File: src/rtl/measure_result_fifo.sv
// Result capture FIFO with 96-to-32 bit serialiser on a valid/ready port.
// Optional drop counter enabled by defining MEASURE_RESULT_DROP_CNT_EN.
module measure_result_fifo #(
   parameter int unsigned DEPTH_LOG2 = 2
) (
   input  logic                  clk_i,
   input  logic                  rst_n_i,
   input  logic                  reg_wr_en_i,
   input  logic [95:0]           reg_wr_data_i,
   input  logic                  clr_i,
   output logic                  rd_valid_o,
   input  logic                  rd_ready_i,
   output logic [31:0]           rd_data_o,
   output logic                  rd_last_o,
   output logic [DEPTH_LOG2:0]   fifo_level_o,
`ifdef MEASURE_RESULT_DROP_CNT_EN
   output logic [15:0]           drop_cnt_o,
`endif
   output logic                  ovf_o
);

   localparam int unsigned DEPTH = 1 << DEPTH_LOG2;
   localparam logic [DEPTH_LOG2:0] PTR_ONE = 1;

   typedef enum logic [1:0] {
      IDLE,
      W0,
      W1,
      W2
   } state_t;

   logic [95:0]         mem [DEPTH];
   logic [DEPTH_LOG2:0] wr_ptr;
   logic [DEPTH_LOG2:0] rd_ptr;
   logic [95:0]         hold;
   logic [95:0]         head;
   state_t              state;
   logic                empty;
   logic                full;
   logic                hs;
   logic                pop;
   logic                push;
   logic                drop;

   assign empty = (wr_ptr == rd_ptr);
   assign full  = (wr_ptr[DEPTH_LOG2] != rd_ptr[DEPTH_LOG2]) &&
                  (wr_ptr[DEPTH_LOG2-1:0] == rd_ptr[DEPTH_LOG2-1:0]);
   assign fifo_level_o = wr_ptr - rd_ptr;
   assign head  = mem[rd_ptr[DEPTH_LOG2-1:0]];
   assign hs    = rd_valid_o & rd_ready_i;
   assign pop   = !clr_i && !empty &&
                  ((state == IDLE) || ((state == W2) && hs));
   assign push  = reg_wr_en_i && !clr_i && (!full || pop);
   assign drop  = reg_wr_en_i && !clr_i && !push;

   // Result storage; contents need no reset since pointers guard them.
   always_ff @(posedge clk_i) begin
      if (push) begin
         mem[wr_ptr[DEPTH_LOG2-1:0]] <= reg_wr_data_i;
      end
   end

   // Circular buffer pointers; the extra MSB separates full from empty.
   always_ff @(posedge clk_i or negedge rst_n_i) begin
      if (!rst_n_i) begin
         wr_ptr <= '0;
         rd_ptr <= '0;
      end else if (clr_i) begin
         wr_ptr <= '0;
         rd_ptr <= '0;
      end else begin
         if (push) begin
            wr_ptr <= wr_ptr + PTR_ONE;
         end
         if (pop) begin
            rd_ptr <= rd_ptr + PTR_ONE;
         end
      end
   end

   // Sticky loss flag, cleared only by flush or reset.
   always_ff @(posedge clk_i or negedge rst_n_i) begin
      if (!rst_n_i) begin
         ovf_o <= 1'b0;
      end else if (clr_i) begin
         ovf_o <= 1'b0;
      end else if (drop) begin
         ovf_o <= 1'b1;
      end
   end

`ifdef MEASURE_RESULT_DROP_CNT_EN
   // Saturating count of dropped results.
   always_ff @(posedge clk_i or negedge rst_n_i) begin
      if (!rst_n_i) begin
         drop_cnt_o <= '0;
      end else if (clr_i) begin
         drop_cnt_o <= '0;
      end else if (drop && (drop_cnt_o != 16'hFFFF)) begin
         drop_cnt_o <= drop_cnt_o + 16'd1;
      end
   end
`endif

   // Serialiser: hold register plus registered word/last/valid outputs.
   always_ff @(posedge clk_i or negedge rst_n_i) begin
      if (!rst_n_i) begin
         state      <= IDLE;
         hold       <= '0;
         rd_valid_o <= 1'b0;
         rd_data_o  <= '0;
         rd_last_o  <= 1'b0;
      end else if (clr_i) begin
         state      <= IDLE;
         rd_valid_o <= 1'b0;
         rd_data_o  <= '0;
         rd_last_o  <= 1'b0;
      end else begin
         unique case (state)
            IDLE: begin
               if (pop) begin
                  hold       <= head;
                  rd_data_o  <= head[31:0];
                  rd_valid_o <= 1'b1;
                  rd_last_o  <= 1'b0;
                  state      <= W0;
               end
            end
            W0: begin
               if (hs) begin
                  rd_data_o <= hold[63:32];
                  state     <= W1;
               end
            end
            W1: begin
               if (hs) begin
                  rd_data_o <= hold[95:64];
                  rd_last_o <= 1'b1;
                  state     <= W2;
               end
            end
            W2: begin
               if (hs) begin
                  if (pop) begin
                     hold       <= head;
                     rd_data_o  <= head[31:0];
                     rd_last_o  <= 1'b0;
                     state      <= W0;
                  end else begin
                     rd_valid_o <= 1'b0;
                     rd_data_o  <= '0;
                     rd_last_o  <= 1'b0;
                     state      <= IDLE;
                  end
               end
            end
            default: begin
               state <= IDLE;
            end
         endcase
      end
   end

endmodule

File: config.mk
export PLATFORM = sky130hd
export DESIGN_NAME = measure_result_fifo
export DESIGN_NICKNAME = d
export VERILOG_FILES = /design/src/rtl/measure_result_fifo.sv
export SDC_FILE = /design/constraint.sdc
export NUM_CORES = 1
export LEC_CHECK = 0
export BUFFER_PORTS_ARGS = -buffer_cell sky130_fd_sc_hd__buf_4
export CORE_MARGIN = 10
export CORE_UTILIZATION = 54
export CTS_CLUSTER_SIZE = 10
export DETAILED_ROUTE_END_ITERATION = 10
export GPL_ROUTABILITY_DRIVEN = 0
export PLACE_DENSITY = 0.76
export SLEW_MARGIN = 10
export SYNTH_ARGS = -nofsm -noshare
export SYNTH_HDL_FRONTEND = slang
export SYNTH_SLANG_ARGS = --single-unit
File: constraint.sdc
create_clock -name clk_i -period 9.88 [get_ports clk_i]
set_input_delay 0.988 -clock clk_i [delete_from_list [all_inputs] [get_ports clk_i]]
set_output_delay 0.988 -clock clk_i [all_outputs]
set_load 0.01 [all_outputs]
==> impl_metrics.toml, run 1 <==
[timing]
final-hold-violation-count = 0
finalHoldWorstSlack_ns = 0.378
setup_viol = 0
worst_slew_pin_slew_ns = 1.15
finalSetupTns_ns = 0
rsz0062_at_grt = "false"
worst_clock_skew_ns = 0.0186
final.min_clock_period_ns = 3.63
finalMaxSlewViolations = 0
timing.slew.headroom_pct = 23.1
fmaxAchievable_mhz = 276
post-route-period-util_pct = 36.7

[critical_path]
cpPeakStageDelay_ns = 0.89
critPathBufInv = 2
setup.worst_path.class = "reg -> reg"
cp_max_fo = 68
crit_top_cell = "sky130_fd_sc_hd__buf_4"
timing.critical_path.required_ns = 10.06
crit_path_top_delay_cell = "sky130_fd_sc_hd__buf_4"
start_kind = "flip-flop"
critPathArrivalTime_ns = 3.81
crit_path_end_kind = "flip-flop"
critical_path_cell_sequence = "ha_1 -> nand2_1 -> o41ai_4 -> nor3b_2 -> buf_4 -> buf_4"
critical-path-top-delay-family = "buffers and inverters"

[final_layout]
layout.cells.non_filler = 1578
final.fill_count = 2367
nets = 1189
final_layout_size_suffix_gt1_share_pct = 35.1
area_growth_syn_to_layout_pct = 16.8
most-common-layout-cells = "384 x sky130_fd_sc_hd__edfxtp_1, 154 x sky130_fd_sc_hd__buf_4, 105 x sky130_fd_sc_hd__dfrtp_1"
layout_commonest_cell = "sky130_fd_sc_hd__edfxtp_1"

[grt]
grt_pass1_wl_um = 60500
remaining_global_route_overflow = 0
largest_net_degree_at_the_start_of_global_routing = 76
groute.usage.overall_pct = 18.8
grt_antenna_before_repair = 4
grt_pass1_vias = 9988

[route]
wl_met2_um = 20000
avgViaCountPerCell = 5.85
wirelength_um = 39300
met3WireLength_um = 2620
wirelength_met1_um = 15900
wl_cell_um = 24.9
topRoutingLayerUsed = "met5"
detail_route.drc_violations = 0
drtAntennaViolNets = 0
route.vias.total = 9232
drt_pre_antenna_iters = 5
initial_detailed_routing_violation_count = 670

[floorplan]
pin_count = 139
design.die.area_mm2 = 0.0427
floorplan.die.width_um = 207
core_mm2 = 0.0345
dieHeight_um = 207
initial_utilization_pct = 54.5
rows = 68

[logic_synthesis]
post-synth-top-area-fraction_pct = 61.4
synthArstFlopShare_pct = 21.8
mappedNetlistArea_mm2 = 0.0188
cell_types_with_the_largest_area_share_after_synthesis = "sky130_fd_sc_hd__edfxtp_1 61%, sky130_fd_sc_hd__dfrtp_1 14%, sky130_fd_sc_hd__mux4_2 12%"
ys_warn_count = 0
postSynthNetCount = 1026
yosysSeqAreaShare_pct = 75.6
postSynth.topFlopCell = "sky130_fd_sc_hd__edfxtp_1"
cell_count_after_synthesis = 912
synth_edf_count = 384
synth.lib_cells_used.distinct = 47
avgSynthCellArea_um2 = 20.6
yosysTopAreaCell = "sky130_fd_sc_hd__edfxtp_1"
postSynthRegisterBits = 491

[power_and_ir_drop]
pwr_density_cell_mw_per_mm2 = 251
power_switching_w = 0.00146
cell_internal_pwr_w = 0.00405
power.leakage_nw = 7.78
share_seq_of_total_power_pct = 47.2
vdd_drop_max_mv = 0.180
power.combinational.fraction_pct = 19.5
power.switching_fraction_pct = 26.4
power.clock.fraction_pct = 33.2

[clock_tree]
number_of_buffers_on_the_longest_clock_path = 3
cts_root_buf = "sky130_fd_sc_hd__clkbuf_16"
insertion_delay_ns = 0.58
ctsResizeCount = 0
clock_sink_count = 491
tritoncts = "done"
cts_inserted_buffers = 55
post-cts-setup-buffer-count = 0
path_clk_slew_ns = 0.05
cts_htree_levels = 2
ctsHoldBuffers = 0

[place]
buffer_ports.inserted = 138
placed_cells_incl_taps = 1473
place_hpwl_um = 22400

[worst_hold_path]
timing.hold.worst.class = "in -> async"

[job]
max-cap-violations = 0

[status]
run_status = "complete, no violations"
-- layer usage --
layer  track usage, %  vias to the layer above
li1                 -                     4013
met1             24.7                     4855
met4             5.97                        2
met2             30.9                      309
met5                0                        -
met3             3.96                       53
-- metrics by stage --
| step | worst slack, ns | area, µm² | util, % | total power, W |
|---|---|---|---|---|
| floorplan | 0.279 | 18800 | - | 0.00336 |
| global route | 5.96 | 22000 | 63.7 | 0.00577 |
| finish | 6.25 | 22000 | 63.7 | 0.00551 |
| global placement | 6.18 | 20300 | 58.9 | 0.00369 |
| detailed placement | 6.15 | 20300 | 58.9 | 0.00373 |
| CTS | 6.18 | 21900 | 63.7 | 0.00557 |
-- worst register-to-register path, delay by kind of cell, from the launching register on --
family | cells | cell delay [ns]
AND/OR/NAND/NOR | 2 | 0.46
buffers and inverters | 2 | 1.33
flip-flops | 1 | 0.85
adder cells (fa/ha/maj) | 1 | 0.40
AO/OA/AOI/OAI | 1 | 0.17
-- flip-flops by register name (all words and copies together), names as in the netlist --
name and flops:
mem 384, hold 64, rd_data_o 32, rd_ptr 3, wr_ptr 3, state 2, ovf_o 1, rd_last_o 1
rd_valid_o 1
-- cell families (layout without fill, tap and decap cells) --
kind of cell,Yosys count,count (layout),synth area share [%]
adders and majority gates,13,13,0.906
muxes,163,163,15.6
and+or+nand+nor,61,61,1.52
other,0,4,0
DFF,491,491,75.6
AOI/OAI and AO/OA,89,89,3.90
buffers and inverters,91,298,2.26
xor gates and xnor gates,4,4,0.226
-- worst paths after layout --
path                               start            end  slack, ns  cells past startpoint
min                              rst_n_i     rd_valid_o       0.38                      1
max in group asynchronous        rst_n_i      rd_ptr[0]       8.01                      2
min in group clk_i         rd_data_o[28]  rd_data_o[28]       0.49                      2
min reg2reg                rd_data_o[28]  rd_data_o[28]       0.49                      2
max                            rd_ptr[0]     mem[0][75]       6.25                      6
max reg2reg                    rd_ptr[0]     mem[0][75]       6.25                      6
-- area by class of cell --
type	instances	area, µm²	area share, %
Sequential cell	491	14200	64.8
Clock buffer	98	1580	7.19
Antenna cell	4	10.0	0.0456
Tap cell	455	569	2.59
Timing Repair Buffer	154	1160	5.27
Inverter	43	161	0.735
Clock inverter	3	53.8	0.245
Multi-Input combinational cell	330	4210	19.2
-- power groups by stage --
| stage | clock network [W] | registers, W | logic [W] |
|---|---|---|---|
| after floorplan | 0 | 0.00259 | 0.000767 |
| after global placement | 0 | 0.00263 | 0.00106 |
| after detailed placement | 0 | 0.00264 | 0.00109 |
| after CTS | 0.00187 | 0.00260 | 0.00109 |
| after global routing | 0.00196 | 0.00263 | 0.00118 |
| final | 0.00183 | 0.00260 | 0.00108 |
-- cell usage after synthesis, drive strengths merged, types with 2 or more instances --
cell type / n
buf: 19
a22oi: 32
nor3: 4
a21oi: 8
o31ai: 3
nand2: 38
ha: 12
dfrtp: 107
mux4: 96
clkbuf: 29
nor3b: 3
xnor2: 3
o221ai: 32
nor2: 4
mux2i: 3
mux2: 64
o21ai: 4
edfxtp: 384
inv: 43
nand2b: 2
No activity file was read; power rests on OpenSTA's default activity.
==> run 2, diff against run 1 <==
--- a/config.mk
+++ b/config.mk
@@ -5,13 +5,14 @@
 export SDC_FILE = /design/constraint.sdc
 export NUM_CORES = 1
 export LEC_CHECK = 0
+export ABC_AREA = 1
 export BUFFER_PORTS_ARGS = -buffer_cell sky130_fd_sc_hd__buf_4
 export CORE_MARGIN = 10
-export CORE_UTILIZATION = 54
+export CORE_UTILIZATION = 55
 export CTS_CLUSTER_SIZE = 10
 export DETAILED_ROUTE_END_ITERATION = 10
 export GPL_ROUTABILITY_DRIVEN = 0
-export PLACE_DENSITY = 0.76
+export PLACE_DENSITY = 0.74
 export SLEW_MARGIN = 10
 export SYNTH_ARGS = -nofsm -noshare
 export SYNTH_HDL_FRONTEND = slang
==> constraint.sdc (replaced) <==
create_clock -name clk_i -period 3.4 [get_ports clk_i]
set_input_delay 0.34 -clock clk_i [delete_from_list [all_inputs] [get_ports clk_i]]
set_output_delay 0.34 -clock clk_i [all_outputs]
set_load 0.01 [all_outputs]
==> run 2 against run 1 <==
  * Clock skew increased by 0.0087 ns
  * Final cell count grew 46%
  * Clock power increased to 2.9 times the previous value
  * Power grew to 3.6 times the previous value
  * Register-to-register slack got worse by 5.5 ns
  * Wire length up 19%
  * Sequential power grew to 3.0 times the previous value
  * Area after synthesis up 6.8%
  * Utilization up 3.0 points
  * Largest cell class unchanged
  * Largest power group unchanged
==> impl_metrics.toml, run 2 <==
[floorplan]
core_mm2 = 0.0358
floorplan.die.width_um = 211
design.die.area_mm2 = 0.0445
rows = 69
dieHeight_um = 211
pin_count = 139
initial_utilization_pct = 56.0

[power_and_ir_drop]
power.leakage_nw = 9.35
power.switching_fraction_pct = 36.1
design_power_total_w = 0.0197
vdd_drop_max_mv = 0.518
power.clock.fraction_pct = 27.0
power.combinational.fraction_pct = 33.5
cell_internal_pwr_w = 0.0126
share_seq_of_total_power_pct = 39.5
pwr_density_cell_mw_per_mm2 = 824
power_switching_w = 0.00711

[place]
place_hpwl_um = 27700
buffer_ports.inserted = 138
placed_cell_area_mm2 = 0.0213
placed_cells_incl_taps = 2111

[grt]
grt_antenna_before_repair = 2
remaining_global_route_overflow = 0
grt_pass1_vias = 13100
grt_pass1_wl_um = 73900
largest_net_degree_at_the_start_of_global_routing = 109
groute.usage.overall_pct = 21.0

[job]
max-cap-violations = 0

[final_layout]
layout_commonest_cell = "sky130_fd_sc_hd__edfxtp_1"
final_layout_size_suffix_gt1_share_pct = 20.7
nets = 1917
final_area_mm2 = 0.0239
max_reg_flops = 384
layout.cells.non_filler = 2311
most-common-layout-cells = "384 x sky130_fd_sc_hd__edfxtp_1, 203 x sky130_fd_sc_hd__nand2_1, 198 x sky130_fd_sc_hd__o21ai_0"
area_growth_syn_to_layout_pct = 19.0

[critical_path]
worstSetupStartpoint = "rd_ptr[1]"
setup.worst_path.class = "reg -> out"
start_kind = "flip-flop"
timing.critical_path.required_ns = 3.06
r2r_setup_slack_ns = 0.79
crit_path_end_kind = "primary output"
critPathArrivalTime_ns = 2.62
timing.reg2reg.worst_path_depth = 9
cp_max_fo = 98
critical_path.reg2reg.endpoint = "mem[0][91]"
worstSetupEndpoint = "fifo_level_o[1]"
r2r_start = "state[0]"

[clock_tree]
tritoncts = "done"
ctsResizeCount = 0
clock_sink_count = 491
cts_root_buf = "sky130_fd_sc_hd__clkbuf_16"
cts_htree_levels = 2
cts_inserted_buffers = 55
insertion_delay_ns = 0.58
number_of_buffers_on_the_longest_clock_path = 3
path_clk_slew_ns = 0.06

[route]
avgViaCountPerCell = 5.58
initial_detailed_routing_violation_count = 1185
drtAntennaViolNets = 0
drt_pre_antenna_iters = 5
wirelength_um = 46800
wl_cell_um = 20.3
route.vias.total = 12900
detail_route.drc_violations = 0

[logic_synthesis]
postSynthNetCount = 1701
ys_warn_count = 0
cell_types_with_the_largest_area_share_after_synthesis = "sky130_fd_sc_hd__edfxtp_1 57%, sky130_fd_sc_hd__dfrtp_1 13%, sky130_fd_sc_hd__o21ai_0 4.9%"
yosysSeqAreaShare_pct = 70.8
postSynthRegisterBits = 491
synth_edf_count = 384
post-synth-top-area-fraction_pct = 57.4
mappedNetlistArea_mm2 = 0.0201
synthArstFlopShare_pct = 21.8
yosysTopAreaCell = "sky130_fd_sc_hd__edfxtp_1"
cell_count_after_synthesis = 1587
avgSynthCellArea_um2 = 12.6
synth_top_cells_by_count = "384 x sky130_fd_sc_hd__edfxtp_1, 205 x sky130_fd_sc_hd__nand2_1, 200 x sky130_fd_sc_hd__nor2_1, 198 x sky130_fd_sc_hd__o21ai_0, 107 x sky130_fd_sc_hd__dfrtp_1"
synth.lib_cells_used.distinct = 35
yosys.cell_count.top_type = "sky130_fd_sc_hd__edfxtp_1"
postSynth.topFlopCell = "sky130_fd_sc_hd__edfxtp_1"

[timing]
post-route-period-util_pct = 86.9
timing.slew.headroom_pct = 21.8
rsz0062_at_grt = "false"
final-hold-violation-count = 0
fmaxAchievable_mhz = 338
finalMaxSlewViolations = 0
finalSetupTns_ns = 0
final.min_clock_period_ns = 2.96
worst_clock_skew_ns = 0.0274
setup_viol = 0
worst_slew_pin_slew_ns = 1.17

[status]
run_status = "complete, no violations"

[worst_hold_path]
timing.hold.worst.class = "in -> reg"
holdPathStages = 1
run 2: cell types whose count changed after synthesis, moves of 41 or more:
cell                      delta
sky130_fd_sc_hd__o22ai_1    +96
sky130_fd_sc_hd__o21ai_2    +64
sky130_fd_sc_hd__mux2_2     -60
sky130_fd_sc_hd__o21ai_0   +195
sky130_fd_sc_hd__nor2_1    +196
sky130_fd_sc_hd__nand2_1   +167
sky130_fd_sc_hd__inv_1      +41
sky130_fd_sc_hd__mux4_2     -96
sky130_fd_sc_hd__nand2_2    +74
run 2: final cells by class:
cell class / instances / area, µm²
Sequential cell: 491 / 14200
Antenna cell: 2 / 5.00
Clock inverter: 3 / 52.6
Tap cell: 461 / 577
Fill cell: 2544 / 11900
Timing Repair Buffer: 256 / 2260
Multi-Input combinational cell: 911 / 4890
Clock buffer: 99 / 1560
Inverter: 88 / 333
run 2: power by group through the flow:
stage	Combinational (W)	Sequential [W]	Clock [W]
2_1_floorplan	0.00477	0.00783	0
3_3_place_gp	0.00633	0.00785	0
3_5_place_dp	0.00650	0.00786	0
4_1_cts	0.00662	0.00776	0.00538
5_1_grt	0.00734	0.00784	0.00565
6_report	0.00660	0.00777	0.00532
run 2: how the worst min path moves through the flow:
stage,from,to,slack (ns)
after floorplan,rst_n_i,hold[32],0.04
after global placement,rd_data_o[27],rd_data_o[27],0.47
after detailed placement,hold[88],hold[88],0.47
after CTS,reg_wr_data_i[32],mem[0][32],0.001
after global routing,reg_wr_data_i[32],mem[1][32],0.001
final,reg_wr_data_i[32],mem[1][32],0.02
run 2: worst max-delay path: stages (launching register included):
cell and delay [ns]:
sky130_fd_sc_hd__dfrtp_2 0.42, sky130_fd_sc_hd__inv_2 0.06, sky130_fd_sc_hd__buf_4 0.81, sky130_fd_sc_hd__fa_1 0.59, sky130_fd_sc_hd__buf_4 0.17
run 2: kinds of logic after synthesis:
group	count (synthesis)	share of synthesized area (%)
simple gates	499	10.8
flops	491	70.8
compound gates	397	12.4
buf+inv	185	5.08
fa+ha+maj	13	0.848
xor+xnor	2	0.0873
run 2: per-stage QoR:
step | hold WS (ns) | util (%) | setup WS, ns
3_5_place_dp | 0.471 | 59.5 | 0.830
3_3_place_gp | 0.467 | 59.5 | 0.872
4_1_cts | 0.00122 | 66.7 | 0.444
2_1_floorplan | 0.0444 | - | 0.00190
5_1_grt | 0.00101 | 66.7 | 0.337
6_report | 0.0246 | 66.7 | 0.444
run 2: metal layers:
layer | global-route usage [%] | share of wire [%] | up-vias
met2 | 35.6 | 50 | 429
li1 | - | - | 6037
met3 | 3.46 | 6.5 | 62
met4 | 4.90 | 1.7 | 0
met5 | 0 | 0 | -
met1 | 27.9 | 42 | 6371
run 2: repair_timing:
item	CTS	global route
endpoints found under the hold margin	389	0
setup buffers	0	0
hold buffers	96	0
